==> config.mk <==
export PLATFORM = sky130hd
export DESIGN_NAME = rvfetch
export DESIGN_NICKNAME = d
export VERILOG_FILES = /design/src/rtl/rvfetch_pkg.sv /design/src/rtl/rvifid_reg.sv /design/src/rtl/rvfetch.sv
export SDC_FILE = /design/constraint.sdc
export NUM_CORES = 1
export LEC_CHECK = 0
export ABC_AREA = 1
export BUFFER_PORTS_ARGS = -buffer_cell sky130_fd_sc_hd__buf_2
export CAP_MARGIN = 40
export CORE_UTILIZATION = 52
export CTS_CLUSTER_SIZE = 40
export DETAILED_ROUTE_END_ITERATION = 6
export PLACE_DENSITY = 0.88
export SYNTH_ARGS = -nofsm -noshare
export SYNTH_HDL_FRONTEND = slang
export SYNTH_SLANG_ARGS = --single-unit
==> constraint.sdc <==
create_clock -name clk -period 1.9 [get_ports clk]
set_input_delay 0.285 -clock clk [delete_from_list [all_inputs] [get_ports clk]]
set_output_delay 0.285 -clock clk [all_outputs]
set_load 0.005 [all_outputs]
==> src/rtl/rvfetch_pkg.sv <==
// rvfetch_pkg: shared types and constants for the rvfetch instruction-fetch stage.
`default_nettype none
package rvfetch_pkg;

   typedef enum logic [1:0] {
      S_IDLE = 2'd0,
      S_WAIT = 2'd1,
      S_HOLD = 2'd2,
      S_DROP = 2'd3
   } fetch_state_e;

   localparam logic [31:0] RESET_PC_DEFAULT = 32'h0000_0000;
   localparam logic [31:0] PC_INCR          = 32'd4;

endpackage
`default_nettype wire

==> src/rtl/rvifid_reg.sv <==
// rvifid_reg: IF/ID pipeline register; flush > stall > write > bubble.
`default_nettype none
module rvifid_reg
   import rvfetch_pkg::*;
(
   input  logic        clk,
   input  logic        reset,
   input  logic        stall,
   input  logic        flush,
   input  logic        wr_en,
   input  logic [31:0] instr_in,
   input  logic [31:0] pc_in,
   input  logic [31:0] pcplus4_in,
   output logic [31:0] instr_out,
   output logic [31:0] pc_out,
   output logic [31:0] pcplus4_out,
   output logic        valid_out
);

   logic [31:0] instr_q, instr_d;
   logic [31:0] pc_q, pc_d;
   logic [31:0] pcplus4_q, pcplus4_d;
   logic        valid_q, valid_d;

   always_comb begin
      instr_d   = instr_q;
      pc_d      = pc_q;
      pcplus4_d = pcplus4_q;
      valid_d   = valid_q;
      if (flush) begin
         valid_d = 1'b0;
      end else if (stall) begin
         valid_d = valid_q;
      end else if (wr_en) begin
         instr_d   = instr_in;
         pc_d      = pc_in;
         pcplus4_d = pcplus4_in;
         valid_d   = 1'b1;
      end else begin
         // bubble: payload is left as-is, only the valid bit drops
         valid_d = 1'b0;
      end
   end

   always_ff @(posedge clk or negedge reset) begin
      if (!reset) begin
         instr_q   <= 32'h0;
         pc_q      <= 32'h0;
         pcplus4_q <= 32'h0;
         valid_q   <= 1'b0;
      end else begin
         instr_q   <= instr_d;
         pc_q      <= pc_d;
         pcplus4_q <= pcplus4_d;
         valid_q   <= valid_d;
      end
   end

   assign instr_out   = instr_q;
   assign pc_out      = pc_q;
   assign pcplus4_out = pcplus4_q;
   assign valid_out   = valid_q;

endmodule
`default_nettype wire

==> src/rtl/rvfetch.sv <==
// rvfetch: single-outstanding instruction fetch FSM with redirect, hold buffer and IF/ID register.
`default_nettype none
module rvfetch
   import rvfetch_pkg::*;
#(
   parameter logic [31:0] RESET_PC = RESET_PC_DEFAULT
) (
   input  logic        clk,
   input  logic        reset,
   input  logic        RVPCSrcE,
   input  logic [31:0] PCTargetE,
   input  logic        StallD,
   input  logic        FlushD,
   output logic        ImemReq,
   output logic [31:0] ImemAddr,
   input  logic        ImemRdy,
   input  logic [31:0] ImemRD,
   output logic [31:0] PCF,
   output logic [31:0] InstrD,
   output logic [31:0] PCD,
   output logic [31:0] PCPlus4D,
   output logic        ValidD
);

   fetch_state_e state_q, state_d;
   logic [31:0]  pc_q, pc_d;
   logic [31:0]  buf_q, buf_d;
   logic         req;
   logic         fetch_wr;
   logic [31:0]  fetch_instr;
   logic [31:0]  pc_plus4;

   assign pc_plus4 = pc_q + PC_INCR;

   always_comb begin
      state_d     = state_q;
      pc_d        = pc_q;
      buf_d       = buf_q;
      req         = 1'b0;
      fetch_wr    = 1'b0;
      fetch_instr = ImemRD;
      case (state_q)
         S_IDLE: begin
            if (!RVPCSrcE) begin
               req     = 1'b1;
               state_d = S_WAIT;
            end
         end
         S_WAIT: begin
            if (RVPCSrcE) begin
               // a response still in flight must be swallowed in DROP
               state_d = ImemRdy ? S_IDLE : S_DROP;
            end else if (ImemRdy) begin
               if (!StallD) begin
                  fetch_wr = 1'b1;
                  state_d  = S_IDLE;
               end else begin
                  buf_d   = ImemRD;
                  state_d = S_HOLD;
               end
            end
         end
         S_HOLD: begin
            fetch_instr = buf_q;
            if (RVPCSrcE) begin
               state_d = S_IDLE;
            end else if (!StallD) begin
               fetch_wr = 1'b1;
               state_d  = S_IDLE;
            end
         end
         S_DROP: begin
            if (ImemRdy) begin
               state_d = S_IDLE;
            end
         end
         default: begin
            state_d = S_IDLE;
         end
      endcase
      if (RVPCSrcE) begin
         pc_d = PCTargetE;
      end else if (fetch_wr) begin
         pc_d = pc_plus4;
      end
   end

   always_ff @(posedge clk or negedge reset) begin
      if (!reset) begin
         state_q <= S_IDLE;
         pc_q    <= RESET_PC;
         buf_q   <= 32'h0;
      end else begin
         state_q <= state_d;
         pc_q    <= pc_d;
         buf_q   <= buf_d;
      end
   end

   assign ImemReq  = req & reset;
   assign ImemAddr = pc_q;
   assign PCF      = pc_q;

   rvifid_reg u_ifid (
      .clk         (clk),
      .reset       (reset),
      .stall       (StallD),
      .flush       (FlushD),
      .wr_en       (fetch_wr),
      .instr_in    (fetch_instr),
      .pc_in       (pc_q),
      .pcplus4_in  (pc_plus4),
      .instr_out   (InstrD),
      .pc_out      (PCD),
      .pcplus4_out (PCPlus4D),
      .valid_out   (ValidD)
   );

endmodule
`default_nettype wire

; ---- Word level (Yosys, flattened, before mapping)
; Cells that the tools add are included.
[classes]
bitwise = 4
n_reduce_logical = 5
mux = 22
add_sub_neg = 1
eq_ne = 8
[ops]
columns = cell, count
row1 = 32-bit 2-to-1 mux, 3
row2 = 32-bit by 3-bit adder with 32-bit output (second input constant), 1
row3 = 2-bit 2-to-1 mux, 8
row4 = 1-bit 2-to-1 mux, 9
row5 = 2-bit case mux with 4 select lines, 1
row6 = 4-bit AND reduction, 2
row7 = 3-bit inequality test (second input constant), 2
row8 = 2-bit equality test (second input constant), 2
row9 = 2-bit inequality test (second input constant), 2
row10 = 1-bit inverter, 3
row11 = 3-bit AND reduction, 1
row12 = 2-bit by 1-bit equality test with 1-bit output (second input constant), 1
row13 = 2-bit zero test, 1
row14 = 2-bit by 1-bit inequality test with 1-bit output (second input constant), 1
row15 = 1-bit case mux with 2 select lines, 1
row16 = 2-bit nonzero test, 1
row17 = 1-bit bitwise AND, 1
[word_totals]
register_bits = 163
output_inout_bits = 162
word_cells = 47

; ---- Longest topological paths before layout
; Gate-level depths: netlist of the first run.
[depth]
word_depth = 7
mapped_depth = 11
mapped_depth_nobuf = 10

; ---- By module
; Synthesis of the first run repeated with hierarchy kept, for this count alone.
[unflattened]
hier_cells = 1082
hier_area_um2 = 8234.1
[by_module_without_submodules]
columns = mod, instances, cells_per_inst, area_each_um2
row1 = rvfetch, 1, 662, 4436.8
row2 = rvifid_reg, 1, 420, 3797.4

; ---- Least setup slack after synthesis of the first run
; OpenSTA, ideal clock, no wires.
[synth_timing]
path_kind = register -> register
from = reg state_q[0]
to = reg u_ifid.pcplus4_q[0] (netlist: u_ifid.pcplus4_out[0])
synth_period_minus_slack_ns = 1.684
stages_incl_launch_ff = 11
setup_slack_ns = 0.216
t_arrival_ns = 1.554
cell_sequence = dfrtp_1 inv_1 ha_1 nor3b_2 nand2_2 nor2_4 inv_2 buf_6 buf_2 nand2_1 o21ai_1
[synth_via]
elab_chain_len = 3
elab_cells_between_ends = 4
[synth_lines]
columns = item, line
row1 = "start, declared", rvfetch.sv:25  ; fetch_state_e state_q, state_d;
row2 = "start signal, assigned", rvfetch.sv:94  ; state_q <= state_d;
row3 = 2-bit equality test or 2-bit by 1-bit equality test with 1-bit output (tied branches), rvfetch.sv:42  ; case (state_q)
row4 = 1-bit case mux with 2 select lines (*), rvfetch.sv:42
row5 = 3-bit AND reduction (no source line) (*), -
row6 = "end signal, assigned", rvifid_reg.sv:54  ; pcplus4_q <= pcplus4_d;
row7 = "end, declared", rvifid_reg.sv:22  ; logic [31:0] pcplus4_q, pcplus4_d;
; Every way passes the cells marked *; elsewhere a longest branch is shown, timed or not.
; A chain may end at the register's enable or synchronous reset.

; ---- Worst setup path in the final report of the first run
[layout_timing]
from = reg state_q[1]
to = reg u_ifid.pcplus4_q[6] (netlist: u_ifid.pcplus4_out[6])
; The elaborated chain is that of the path after synthesis.

==> results of run 1 <==
## placed cells by master (no fill, tap or decap), types with 2 or more instances in the layout
| cell | n |
|---|---|
| dfrtp_1 | 161 |
| ha_1 | 5 |
| clkinvlp_4 | 2 |
| nor2_2 | 2 |
| o21ai_0 | 91 |
| xnor2_1 | 3 |
| nand3_2 | 3 |
| nand2_1 | 379 |
| nand3_1 | 26 |
| nand2_2 | 6 |
| clkinv_2 | 3 |
| nor2_1 | 40 |
| clkinv_4 | 2 |
| bufinv_16 | 3 |
| clkbuf_1 | 2 |
| nor2_4 | 4 |
| and2_1 | 3 |
| buf_16 | 2 |
| xor2_1 | 12 |
| buf_12 | 4 |
| buf_2 | 230 |
| clkbuf_16 | 19 |
| inv_1 | 93 |
| buf_4 | 24 |
| o21ai_1 | 63 |
| o211ai_1 | 5 |
| buf_6 | 5 |
## critical path: stages (launching register included)
cell      delay, ns
dfrtp_1        0.40
inv_2          0.08
ha_4           0.26
nor3b_4        0.17
nand2_2        0.12
nor2_4         0.16
buf_12         0.13
clkinv_8       0.07
buf_8          0.14
buf_6          0.11
nand2_2        0.06
nand2_2        0.05
## cell usage after synthesis, drive strengths merged
cell / n
a21oi: 1
and2: 3
buf: 59
clkbuf: 19
clkinv: 1
dfrtp: 161
ha: 6
inv: 95
nand2: 385
nand3: 29
nor2: 46
nor3b: 1
o211ai: 5
o21a: 1
o21ai: 154
o221ai: 1
or2: 1
xnor2: 3
xor2: 12
## routing by layer
metal	wire length (µm)	up-vias
met4	531	2
met2	10100	320
met1	8620	3360
met3	1660	44
li1	-	3437
met5	10	-
## flip-flops by register name (all words and copies together) (netlist names)
signal,cells
ImemAddr,32
u_ifid.pc_out,30
u_ifid.valid_out,1
buf_q,32
u_ifid.pcplus4_out,32
u_ifid.instr_out,32
state_q,2
## repair_timing
| action | in CTS | in global routing |
|---|---|---|
| gates resized for setup | 0 | 24 |
| buffers inserted | 0 | 12 |
| setup endpoints to repair | 0 | 102 |
| hold buffers | 0 | 0 |
## report_power, final
group	total, mW	switching (mW)	internal [mW]
Clock	3.43	1.35	2.08
Combinational	3.90	2.07	1.83
Sequential	5.71	0.926	4.79
## cells by family (layout without fill, tap and decap cells)
logic type	Yosys count	in the layout	share of synthesized area
AOI/OAI and AO/OA	162	162	0.107
other	0	1	0
DFF	161	161	0.521
xor gates and xnor gates	15	15	0.0170
adders and majority gates	6	6	0.00971
and+or+nand+nor	465	465	0.238
buffers and inverters	174	395	0.107
## worst max path at each step
stage                                       end  slack (ns)  cells after the start
final                     u_ifid.pcplus4_out[6]        0.04                     11
after detailed placement   u_ifid.instr_out[10]        0.02                      9
after CTS                  u_ifid.instr_out[10]        0.01                      9
after floorplan           u_ifid.pcplus4_out[0]        0.22                     10
after global routing                ImemAddr[8]       -0.05                     11
after global placement     u_ifid.instr_out[10]        0.12                      9
## layout make-up
class | count | area, µm²
well taps | 184 | 230
repair inverters | 1 | 8.76
clock inverters | 10 | 138
diodes | 1 | 2.50
clock buffers | 20 | 447
flip-flops and latches | 161 | 4030
repair buffers | 268 | 1590
inverters | 96 | 373
multi-input cells | 648 | 2920
fillers | 1185 | 4800
## stage by stage
stage | hold WS [ns] | area (µm²) | instances | worst slack, ns | util
4_1_cts | 0.0310 | 9480 | 1373 | 0.0101 | 0.652
3_5_place_dp | 0.458 | 8900 | 1343 | 0.0187 | 0.612
6_report | 0.00232 | 9740 | 1389 | 0.0428 | 0.670
3_3_place_gp | 0.453 | 8900 | 1343 | 0.123 | 0.612
5_1_grt | 0.0488 | 9730 | 1388 | -0.0535 | 0.670
2_1_floorplan | -0.0106 | 7730 | 983 | 0.216 | -
==> flow_metrics.tcl, run 1 <==
set metrics [dict create \
    drtIter0Drc 444 \
    peakVddDrop_uv 689 \
    grt_setup_unrepaired "yes" \
    dieArea_um2 15400 \
    num_io_pins 232 \
    synth_top_area_frac 0.521 \
    dp_hpwl_um 14200 \
    drv_slew 0 \
    clockRootBuffer "clkbuf_16" \
    rows 44 \
    numCtsBuffers 17 \
    hold_viol 0 \
    synthTopCellsByArea "dfrtp_1 (52%), nand2_1 (19%), o21ai_0 (6.0%)" \
    grt-busiest-layer "met2" \
    slew_headroom 0.491 \
    fp.dieH_um 124 \
    antenna_found_initial 1 \
    syn_inst 983 \
    grt_pass1_wl_um 31200 \
    path_max_fanout 7 \
    crit_arrival_ns 2.17 \
    grt_start_max_net_pins 65 \
    synth_top_area_cell "dfrtp_1" \
    end_kind "register" \
    min_path_type "input pin to asynchronous set/reset pin" \
    grt_use_total 0.270 \
    synthesis.area_um2 7730 \
    reg2reg_slack_ns 0.04 \
    grt_util_met1 0.351 \
    timing.rr.start "state_q[1]" \
    fmax_ghz 0.538 \
    core_um2 14500 \
    routabilityCongestion 0.858 \
    required_ns 2.21 \
    rr_worst_depth 11 \
    viasPerCell 5.16 \
    routed-via-count 7163 \
    synth_nets 1059 \
    cts.sinks 161 \
    dr.pass1.iters 5 \
    critPathLaunch "state_q[1]" \
    min_period_ns 1.86 \
    area_growth_pct 25.9 \
    synth_seq_area_share 0.521 \
    yosys_warnings 0 \
    nNetsFinal 1269 \
    grtUsageMet2 0.431 \
    p_leak_nw 5.42 \
    r2r_end "u_ifid.pcplus4_out[6]" \
    clk_latency_ns 0.42 \
    cts_tree "done" \
    portBuffers 231 \
    cts_max_level 4 \
    grt_pass1_vias 6232 \
    wl_per_cell_um 15.1 \
    avgSynthCellArea_um2 7.86 \
    drv_cap 0 \
    path_clk_slew_ns 0.06 \
    worst_pin_slew_ns 0.763 \
    initial_core_util 0.532 \
    finalPower_mw 13.0 \
    tns_ns 0 \
    postRouteAntennaNets 0 \
    status "finished, final reports clean" \
    dieWidth_um 124 \
    drive_gt1_frac 0.263 \
    grtUsageMet3 0.0723 \
    clk_path_buf_depth 2 \
    synth.distinct_cells 27 \
    clock_skew_ns 0.00753 \
    synth-seq-cells 161 \
    drt-total-wl_um 20900 \
    power-per-cell-area_nw_per_um2 1340 \
    route.detailed.drc 0 \
    overflow 0 \
    critPathLaunchType "register" \
    crit_type "register to register" \
    min_period_over_period 0.977 \
    finalSetupViolCount 0 \
]
Note: power is estimated with default switching activity, not from simulation.
==> run 2, diff against run 1 <==
Settings changed: MAX_ROUTING_LAYER from default to met4, PLACE_DENSITY 0.88 to 0.8.
==> run 2 against run 1 <==
Effect of this change:
- worst setup slack gained 0.041 ns
- clock power grew 3%
- critical path depth shrank 2
- register-to-register slack gained 0.04 ns
- core utilization shrank 1.2 points
- largest power group unchanged
- global-route usage grew 0.53 points
==> flow_metrics.tcl, run 2 (same netlist as run 1, synthesis figures left out) <==
set metrics [dict create \
    grtUsageMet3 0.0659 \
    final_cell_mix "nand2_1 (383), buf_2 (230), dfrtp_1 (161)" \
    overflow 0 \
    postRouteAntennaNets 0 \
    grt_use_total 0.275 \
    dp_hpwl_um 13900 \
    cp_slowest_stage_delay_ns 0.39 \
    drtIter0Drc 317 \
    cts_tree "done" \
    final_common_cell "nand2_1" \
    num_io_pins 232 \
    combPwrFrac 0.292 \
    worst_pin_slew_ns 0.751 \
    drive_gt1_frac 0.251 \
    clockPowerShare 0.272 \
    p_int_mw 8.67 \
    fmax_ghz 0.551 \
    p_leak_nw 5.33 \
    fp.dieH_um 124 \
    grt_start_max_net_pins 102 \
    crit_type "register to register" \
    end_kind "register" \
    dpl_cell_area_um2 8890 \
    cts_max_level 4 \
    layout_setup_ws_ns 0.0841 \
    clock_skew_ns 0.00656 \
    wl_per_cell_um 14.3 \
    routed-via-count 6871 \
    grt-busiest-layer "met2" \
    route.detailed.drc 0 \
    cts.sinks 161 \
    grt_pass1_wl_um 31200 \
    drv_cap 0 \
    peakVddDrop_uv 723 \
    stdcell_area_um2 9550 \
    nNetsFinal 1257 \
    initial_core_util 0.532 \
    clk_path_buf_depth 2 \
    place_inst 1342 \
    crit_arrival_ns 2.12 \
    path_clk_slew_ns 0.06 \
    clk_latency_ns 0.43 \
    core_um2 14500 \
    rows 44 \
    drv_slew 0 \
    area_growth_pct 23.6 \
    fillerInstances 1277 \
    path_max_fanout 56 \
    power-per-cell-area_nw_per_um2 1360 \
    final_cells 1381 \
    multi_input_area_um2 2880 \
    post-place-ws_ns 0.0453 \
    viasPerCell 4.98 \
    slew_headroom 0.500 \
    min_period_over_period 0.956 \
    dieWidth_um 124 \
    portBuffers 231 \
    critPathSlowestCell "dfrtp_1" \
    required_ns 2.21 \
    routabilityCongestion 0.918 \
    grt_pass1_vias 6288 \
    clockRootBuffer "clkbuf_16" \
    numCtsBuffers 17 \
    switchingPower_mw 4.33 \
    regArea_um2 4030 \
    dr.pass1.iters 5 \
    grt_util_met1 0.341 \
    hold_viol 0 \
    status "finished, final reports clean" \
    critPathLaunchType "register" \
    grtUsageMet2 0.440 \
    netSwitchingFraction 0.333 \
    min_path_type "input pin to register" \
    min_period_ns 1.82 \
    seq_power_share 0.436 \
    tns_ns 0 \
    finalSetupViolCount 0 \
    antenna_found_initial 3 \
    dieArea_um2 15400 \
    cp_cell_sequence "inv_1 > ha_1 > nor3b_2 > nand2_2 > nor2_4 > inv_4 > buf_12 > nand2_1 > o21ai_1" \
    whs_ns 0.0801 \
    drt-total-wl_um 19800 \
]
run 2: changes by cell type in the layout (fill, tap and decap cells not counted), sizes merged:
| cell | change |
|---|---|
| buf | -10 |
| clkbuf | -3 |
| clkinvlp | +3 |
| clkinv | -2 |
| diode | +2 |
| dlygate4sd3 | +1 |
| inv | +1 |
run 2: worst paths after layout:
check / from / to / slack, ns / depth (start not counted)
worst max-delay path: state_q[1] / u_ifid.instr_out[5] / 0.08 / 9
worst min-delay path: PCTargetE[6] / ImemAddr[6] / 0.08 / 3
worst max register to register: state_q[1] / u_ifid.instr_out[5] / 0.08 / 9
worst min register to register: u_ifid.pc_out[6] / u_ifid.pc_out[6] / 0.47 / 2
max in group asynchronous: reset / u_ifid.instr_out[29] / 0.75 / 3
min in group asynchronous: reset / u_ifid.pcplus4_out[29] / 0.54 / 3
run 2: routing by layer:
layer / wire length (µm) / vias up / share of wire
li1: - / 3419 / -
met1: 8420 / 3178 / 0.43
met2: 9630 / 245 / 0.49
met3: 1380 / 29 / 0.070
met4: 367 / 0 / 0.019
met5: 0 / - / 0
run 2: repair_timing:
item	4_1_cts	5_1_grt
setup endpoints to repair	0	56
setup buffers	0	3
resized for setup	0	4
hold buffers	1	0
endpoints found under the hold margin	101	0
run 2: per-stage QoR:
step	util	total power [mW]
finish	0.657	13.0
global route	0.657	14.0
CTS	0.655	13.1
detailed placement	0.612	9.49
global placement	0.612	9.29
floorplan	-	7.69
run 2: critical path: cells and delay by family (launching register included):
kind / cells / cell delay [ns]
DFF: 1 / 0.39
adders and majority gates: 1 / 0.29
and+or+nand+nor: 4 / 0.57
AOI/OAI and AO/OA: 1 / 0.06
buffers and inverters: 3 / 0.36
run 2: final cells by class:
type / count / area share
Clock inverter: 13 / 0.0168
Clock buffer: 19 / 0.0474
Tap cell: 184 / 0.0241
Multi-Input combinational cell: 648 / 0.302
Antenna cell: 3 / 0.000786
Sequential cell: 161 / 0.422
Timing Repair Buffer: 257 / 0.150
Inverter: 96 / 0.0380
run 2: power groups by stage:
stage | Clock (mW) | Sequential (mW) | Combinational, mW
4_1_cts | 3.58 | 5.67 | 3.81
3_3_place_gp | 0 | 5.68 | 3.62
3_5_place_dp | 0 | 5.69 | 3.79
5_1_grt | 3.72 | 5.84 | 4.43
6_report | 3.54 | 5.67 | 3.79
2_1_floorplan | 0 | 5.65 | 2.03
==> run 3, diff against run 2 <==
Settings changed: CORE_UTILIZATION 52 to 56, PLACE_DENSITY 0.8 to 0.86.
Clock period 1.9 ns to 2.3 ns, I/O delays scaled along.
==> run 3 against run 2 <==
Effect of this change:
- clock power is 18% lower
- wire length down 2.0%
- critical path depth stayed put
- sequential share of layout area up 0.66 points
- clock skew shrank 0.0011 ns
- sequential cell count unchanged
- largest cell class unchanged
- worst setup slack better by 0.22 ns
- cell area shrank 1.5%
- sequential power is 17% lower
- combinational power shrank 20%
- via count grew 1.3%
- worst hold slack worse by 0.074 ns
==> flow_metrics.tcl, run 3 (same netlist as run 1, synthesis figures left out) <==
set metrics [dict create \
    end_kind "register" \
    netSwitchingFraction 0.325 \
    critPathLaunchType "register" \
    critPathSlowestCell "dfrtp_1" \
    path_clk_slew_ns 0.06 \
    min_path_type "input pin to asynchronous set/reset pin" \
    viasPerCell 5.14 \
    grt_start_max_net_pins 101 \
    postRouteAntennaNets 0 \
    switchingPower_mw 3.46 \
    grt_pass1_vias 6452 \
    drive_gt1_frac 0.238 \
    wl_per_cell_um 14.3 \
    nNetsFinal 1242 \
    fmax_ghz 0.500 \
    clock_skew_ns 0.00543 \
    combPwrFrac 0.285 \
    cp_cell_sequence "inv_1 > ha_1 > nor3b_2 > nand2_2 > nor2_4 > inv_4 > buf_12 > nand2_1 > o21ai_1" \
    grt_use_total 0.296 \
    finalSetupViolCount 0 \
    grt_setup_unrepaired "no" \
    power-per-cell-area_nw_per_um2 1130 \
    p_int_mw 7.18 \
    area_growth_pct 21.7 \
    top_layer "met4" \
    fp.dieH_um 119 \
    met3_length_um 1380 \
    wl_met1_um 8200 \
    clk_latency_ns 0.42 \
    overflow 0 \
    cts.sinks 161 \
    cp_slowest_stage_delay_ns 0.40 \
    path_max_fanout 95 \
    crit_family "simple AND/OR/NAND/NOR gates" \
    routabilityCongestion 0.908 \
    rows 42 \
    antenna_found_initial 1 \
    dr.pass1.iters 6 \
    grt_pass1_wl_um 31800 \
    tns_ns 0 \
    final_cell_mix "nand2_1 (383), buf_2 (230), dfrtp_1 (161)" \
    slew_headroom 0.507 \
    finalPower_mw 10.6 \
    core_um2 13300 \
    clockPowerShare 0.272 \
    dieWidth_um 119 \
    wl_met2_um 9260 \
    p_leak_nw 5.27 \
    cts_tree "done" \
    drv_cap 0 \
    critPathBufInv 3 \
    portBuffers 231 \
    required_ns 2.64 \
    hold_viol 0 \
    clk_path_buf_depth 2 \
    final_common_cell "nand2_1" \
    status "finished, final reports clean" \
    place_inst 1323 \
    min_period_over_period 0.869 \
    cts_resized 0 \
    drt-total-wl_um 19400 \
    fillerInstances 1070 \
    seq_power_share 0.444 \
    routed-via-count 6959 \
    numCtsBuffers 17 \
    hold_buffers 0 \
    initial_core_util 0.579 \
    num_io_pins 232 \
    clockRootBuffer "clkbuf_16" \
    dieArea_um2 14300 \
    peakVddDrop_uv 595 \
    drv_slew 0 \
    drtIter0Drc 432 \
    crit_arrival_ns 2.34 \
    final_cells 1354 \
    route.detailed.drc 0 \
    dp_hpwl_um 13500 \
    cts_max_level 4 \
    worst_pin_slew_ns 0.740 \
    crit_type "register to register" \
    min_period_ns 2.00 \
    cts_setup_buffers 0 \
]
==> run 3: changes by cell type in the layout (fill, tap and decap cells not counted), moves of 2 or more <==
| cell | previous run | this run |
|---|---|---|
| buf_4 | 18 | 6 |
| clkinvlp_4 | 5 | 0 |
| clkbuf_1 | 0 | 3 |
| clkbuf_8 | 2 | 5 |
| buf_6 | 3 | 1 |
| diode_2 | 3 | 1 |
==> run 3: power by group through the flow <==
stage,sequential (mW),combinational (mW),clock [mW]
2_1_floorplan,4.67,1.68,0
3_3_place_gp,4.70,2.93,0
3_5_place_dp,4.72,3.04,0
4_1_cts,4.71,3.07,2.93
5_1_grt,4.86,3.49,3.06
6_report,4.72,3.03,2.89
==> run 3: metrics by stage <==
stage / setup slack (ns) / area, µm² / util / hold WS (ns)
6_report: 0.302 / 9410 / 0.705 / 0.00637
5_1_grt: 0.199 / 9410 / 0.705 / 0.0468
4_1_cts: 0.326 / 9400 / 0.705 / 0.0425
3_5_place_dp: 0.420 / 8800 / 0.659 / 0.453
3_3_place_gp: 0.517 / 8800 / 0.659 / 0.450
2_1_floorplan: 0.616 / 7730 / - / 0.0494
==> run 3: final cells by class <==
cell class	count	area (µm²)	area share
clock inverter	5	100	0.0106
inverter	96	363	0.0386
sequential	161	4030	0.428
clock buffer	25	505	0.0537
antenna	1	2.50	0.000266
timing repair buffer	242	1310	0.139
tap	176	220	0.0234
multi-input combinational	648	2880	0.306
==> run 3: final timing paths <==
kind                                  startpoint                  end  slack [ns]  cells past startpoint
worst max-delay path                  state_q[0]    u_ifid.pc_out[26]        0.30                      9
worst min-delay path                       reset         ImemAddr[10]       0.006                      2
worst max register to register        state_q[0]    u_ifid.pc_out[26]        0.30                      9
worst min register to register  u_ifid.pc_out[6]     u_ifid.pc_out[6]        0.47                      2
max in group asynchronous                  reset  u_ifid.instr_out[8]        1.68                      2
min in group clk                    PCTargetE[1]          ImemAddr[1]        0.13                      3
==> run 3: worst register-to-register path, stage by stage, from the launching register on <==
cell,delay [ns]
dfrtp_1,0.40
inv_1,0.10
ha_1,0.31
nor3b_2,0.16
nand2_2,0.15
nor2_4,0.06
inv_4,0.07
buf_12,0.29
nand2_1,0.25
o21ai_1,0.13
==> run 3: metal layers <==
metal	up-vias	global-route usage
li1	3379	-
met1	3240	0.374
met2	298	0.464
met3	42	0.0613
met4	0	0.130
met5	-	-
